--- config.mk ---
export PLATFORM = sky130hd
export DESIGN_NAME = hazard_ctrl
export DESIGN_NICKNAME = d
export VERILOG_FILES = /design/src/rtl/hazard_ctrl.sv
export SDC_FILE = /design/constraint.sdc
export NUM_CORES = 1
export LEC_CHECK = 0
export BUFFER_PORTS_ARGS = -buffer_cell sky130_fd_sc_hd__buf_2
export CORE_MARGIN = 2
export CORE_UTILIZATION = 53
export DETAILED_ROUTE_END_ITERATION = 12
export PLACE_DENSITY = 0.81
export SLEW_MARGIN = 20
export SYNTH_ARGS = -nofsm -noshare
export SYNTH_HDL_FRONTEND = slang
export SYNTH_SLANG_ARGS = --single-unit
--- constraint.sdc ---
create_clock -name clk -period 4.1 [get_ports clk]
set_input_delay 0.615 -clock clk [delete_from_list [all_inputs] [get_ports clk]]
set_output_delay 0.615 -clock clk [all_outputs]
set_load 0.1 [all_outputs]
--- src/rtl/hazard_ctrl.sv ---
// Pipeline hazard and redirect controller: per-stage stall/flush,
// stale fetch-response discard after redirect, and stall/flush counters.
module hazard_ctrl #(
    parameter bit W_BYPASS = 1'b0
) (
    input  logic        clk,
    input  logic        reset,
    input  logic        f_ok,
    input  logic        d_valid,
    input  logic [4:0]  d_ra1,
    input  logic [4:0]  d_ra2,
    input  logic        d_use1,
    input  logic        d_use2,
    input  logic        d_is_jump,
    input  logic        e_valid,
    input  logic        m_valid,
    input  logic        w_valid,
    input  logic [4:0]  e_dst,
    input  logic [4:0]  m_dst,
    input  logic [4:0]  w_dst,
    input  logic        e_wen,
    input  logic        m_wen,
    input  logic        w_wen,
    input  logic        m_busy,
    output logic        stall_f,
    output logic        stall_d,
    output logic        stall_e,
    output logic        stall_m,
    output logic        flush_d,
    output logic        flush_e,
    output logic        flush_w,
    output logic        drop_resp,
    output logic [31:0] stall_cnt,
    output logic [31:0] flush_cnt
);

    typedef enum logic {
        RUN  = 1'b0,
        DROP = 1'b1
    } state_t;

    state_t state;

    function automatic logic hit(
        input logic       v,
        input logic       wen,
        input logic [4:0] dst,
        input logic [4:0] ra
    );
        return v & wen & (dst != 5'd0) & (dst == ra);
    endfunction

    logic raw1;
    logic raw2;
    logic raw;
    logic in_drop;
    logic sel_mem;
    logic sel_raw;
    logic sel_drop;
    logic sel_jump;
    logic sel_fetch;

    // Decode reads the register file directly, so any pending writer stalls.
    assign raw1 = d_valid & d_use1 &
                  (hit(e_valid, e_wen, e_dst, d_ra1) |
                   hit(m_valid, m_wen, m_dst, d_ra1) |
                   (!W_BYPASS & hit(w_valid, w_wen, w_dst, d_ra1)));
    assign raw2 = d_valid & d_use2 &
                  (hit(e_valid, e_wen, e_dst, d_ra2) |
                   hit(m_valid, m_wen, m_dst, d_ra2) |
                   (!W_BYPASS & hit(w_valid, w_wen, w_dst, d_ra2)));
    assign raw  = raw1 | raw2;

    assign in_drop   = (state == DROP);
    assign sel_mem   = m_busy;
    assign sel_raw   = !m_busy & raw;
    assign sel_drop  = !m_busy & !raw & in_drop;
    assign sel_jump  = !m_busy & !raw & !in_drop & d_is_jump;
    assign sel_fetch = !m_busy & !raw & !in_drop & !d_is_jump & !f_ok;

    always_comb begin
        stall_f   = 1'b0;
        stall_d   = 1'b0;
        stall_e   = 1'b0;
        stall_m   = 1'b0;
        flush_d   = 1'b0;
        flush_e   = 1'b0;
        flush_w   = 1'b0;
        drop_resp = 1'b0;
        if (reset) begin
            flush_d = 1'b1;
            flush_e = 1'b1;
            flush_w = 1'b1;
        end else begin
            drop_resp = in_drop & f_ok;
            unique case (1'b1)
                sel_mem: begin
                    stall_f = 1'b1;
                    stall_d = 1'b1;
                    stall_e = 1'b1;
                    stall_m = 1'b1;
                    flush_w = 1'b1;
                end
                sel_raw: begin
                    stall_f = 1'b1;
                    stall_d = 1'b1;
                    flush_e = 1'b1;
                end
                sel_drop: begin
                    stall_f = !f_ok;
                    flush_d = 1'b1;
                end
                sel_jump: begin
                    flush_d = 1'b1;
                end
                sel_fetch: begin
                    stall_f = 1'b1;
                    flush_d = 1'b1;
                end
                default: ;
            endcase
        end
    end

    always_ff @(posedge clk) begin
        if (reset) begin
            state     <= RUN;
            stall_cnt <= 32'd0;
            flush_cnt <= 32'd0;
        end else begin
            unique case (state)
                RUN:  if (sel_jump && !f_ok) state <= DROP;
                DROP: if (f_ok) state <= RUN;
                default: state <= RUN;
            endcase
            if (stall_d && stall_cnt != 32'hFFFF_FFFF)
                stall_cnt <= stall_cnt + 32'd1;
            if (sel_jump && flush_cnt != 32'hFFFF_FFFF)
                flush_cnt <= flush_cnt + 32'd1;
        end
    end

endmodule

==> metrics.yaml <==
run_status:
  status: "completed"
worst_setup_path:
  required_ns: 3.48
  cp-end-kind: "primary output"
  cp_slowest_cell: "or4_1"
  crit_family: "simple AND/OR/NAND/NOR gates"
  cp_max_fo: 5
  path_buf_inv: 2
  startpoint_type: "input port"
  cp.arrival_ns: 2.91
  crit_path_max_incr_delay_ns: 0.53
  worstPathCellList: "buf_2 -> or4_1 -> o211ai_2 -> nor4_1 -> o311a_1 -> or3_1 -> nor2_1 -> nor2_1 -> buf_2"
  criticalPathCategory: "input port to primary output"
synth:
  synthCells: 499
  ys.flop_type: "dfxtp_1"
  yosys-top-cells-count: "65 x dfxtp_1, 45 x nor2_1, 39 x a21oi_1"
  yosys_warnings: 0
  yosys.area.top_type_share: 0.333
  synth_area_um2: 3910
  yosysMostFrequentCell: "dfxtp_1"
  yosysUniqueCellTypes: 38
  synth.avg_cell_area_um2: 7.83
  yosysTopAreaCell: "dfxtp_1"
  netlist_top_cells_area: "dfxtp_1 33%, a21oi_1 5.0%, or4_1 4.6%, nor2_1 4.3%, mux2_2 4.0%"
  syn_nets: 540
  ys_seq_area_frac: 0.333
  async_flop_share: 0
  synth-edff-count: 0
  synth-seq-cells: 65
timing:
  slew_violations: 0
  grt_setup_unrepaired: "no"
  period_minus_slack_ns: 3.53
  max_freq_mhz: 283
  whs_ns: 0.483
  setup_tns_ns: 0
  relSlewSlack: 0.515
  worstMarginPinSlew_ns: 0.725
  finalHoldViolCount: 0
  clock_skew_ns: 0.00814
  finalSetupViolCount: 0
  finalCritPeriodShare: 0.860
placement:
  dp_hpwl_um: 7640
  portBuffers: 110
  gp_congestion: 0.937
  dpl-instance-area_um2: 4550
global_route:
  grt_max_degree: 48
  grt_usage: 0.259
  grt_overflow: 0
  antenna_found_initial: 0
  grt_pass1_wl_um: 17500
  grt_pass1_vias: 3887
clock_tree:
  htree_num_levels: 3
  cts_made_buffers: 9
  hold_buffers: 0
  cts_post_setup_buffers_inserted: 0
  cts_resized: 0
  cts_root_buf: "clkbuf_8"
  cts_sinks: 65
  cts_tree: "yes"
  clock_latency_ns: 0.35
  clockBufferDepth: 2
  clk_pin_slew_ns: 0.07
power:
  pwr-share-clk: 0.390
  p_per_area_nw_per_um2: 287
  combPwrFrac: 0.139
  power_leakage_uw: 0.00183
  swShare: 0.287
  switchingPower_uw: 390
  ir_worst_vdd_v: 0.000281
  p_int_uw: 969
  pwr-share-seq: 0.470
final_layout:
  fin_area_um2: 4740
  fin_nets: 638
  syn2layout_area_growth_pct: 21.2
  layout-drive-gt1-share: 0.254
  antenna_cells: 0
die:
  die_h_um: 89.9
  core_area_um2: 7210
  io_pins: 111
  num_rows: 31
  die_x_um: 89.9
  initial_utilization: 0.542
  dieArea_um2: 8080
routing:
  drc: 0
  via_per_inst: 5.90
  wl_per_cell_um: 14.9
  ant_nets: 0
  vias: 4138
  wirelength_um: 10500
  first_pass_iters: 4
  dr.first_iter.drc_count: 207
worst_hold_path:
  min_path_type: "input port to register"
job:
  max_cap_viol_count: 0
worst paths after layout:
path | from | slack, ns | depth (start not counted) | to
worst max-delay path | e_dst[1] | 0.57 | 9 | stall_f
worst min-delay path | f_ok | 0.48 | 2 | in_drop
worst max register to register | stall_cnt[4] | 1.25 | 6 | stall_cnt[30]
worst min register to register | in_drop | 0.49 | 2 | in_drop
power by group through the flow:
stage	combinational [uW]	clock (uW)	sequential, uW
floorplan	106	0	676
global placement	184	0	653
detailed placement	188	0	654
CTS	189	541	639
global route	203	573	639
finish	189	530	639
routing by layer:
metal  part of all wire  track usage
met1               0.41        0.301
met2               0.50        0.451
met3              0.074       0.0763
met4              0.017       0.0962
met5                  0            0
state kept, by name, indices dropped and copies added (netlist names):
signal,count
in_drop,1
flush_cnt,32
stall_cnt,32
kinds of logic after synthesis:
group | after synthesis | synth area share
fa+ha+maj | 2 | 0.00640
buf+inv | 43 | 0.0429
simple gates | 245 | 0.344
mux | 22 | 0.0634
compound gates | 90 | 0.139
xor+xnor | 32 | 0.0717
flops | 65 | 0.333
layout by cell type (no fill, tap or decap), types with 3 or more instances in the layout:
| cell type | count |
|---|---|
| buf_2 | 109 |
| dfxtp_1 | 65 |
| nor2_1 | 45 |
| a21oi_1 | 39 |
| nand2_1 | 29 |
| nand3_1 | 28 |
| or4_1 | 24 |
| or3_1 | 23 |
| nor4_1 | 21 |
| nand4_1 | 20 |
| nor2b_1 | 20 |
| o31ai_1 | 20 |
| o21ai_0 | 19 |
| xnor2_1 | 18 |
| xor2_1 | 14 |
| mux2_2 | 14 |
| inv_1 | 12 |
| nor3_1 | 11 |
| clkbuf_8 | 9 |
| mux2_1 | 8 |
| buf_4 | 8 |
| and4_1 | 5 |
| and3_1 | 5 |
| and2_1 | 4 |
| o311a_1 | 3 |
| or2_2 | 3 |
metrics by stage:
stage	worst slack, ns	power [uW]	util	std cells
final	0.572	1360	0.657	701
after global routing	0.485	1420	0.657	701
after CTS	0.563	1370	0.657	701
after detailed placement	0.467	842	0.631	685
after global placement	0.600	837	0.631	685
after floorplan	0.0569	782	-	499
worst reg2reg max path, cell delays in order (launching register included):
cell	delay [ns]
dfxtp_1	0.41
nand4_1	0.21
nor4_1	0.47
and3_1	0.36
nand3b_1	0.44
nor4_1	0.49
mux2_2	0.37
area by class of cell:
type / instances / area, um^2
timing repair buffer: 118 / 626
inverter: 12 / 45.0
fill: 640 / 2480
clock buffer: 11 / 131
clock inverter: 5 / 56.3
sequential: 65 / 1300
multi-input combinational: 391 / 2450
tap: 99 / 124
Note: power is estimated with default switching activity, not from simulation.
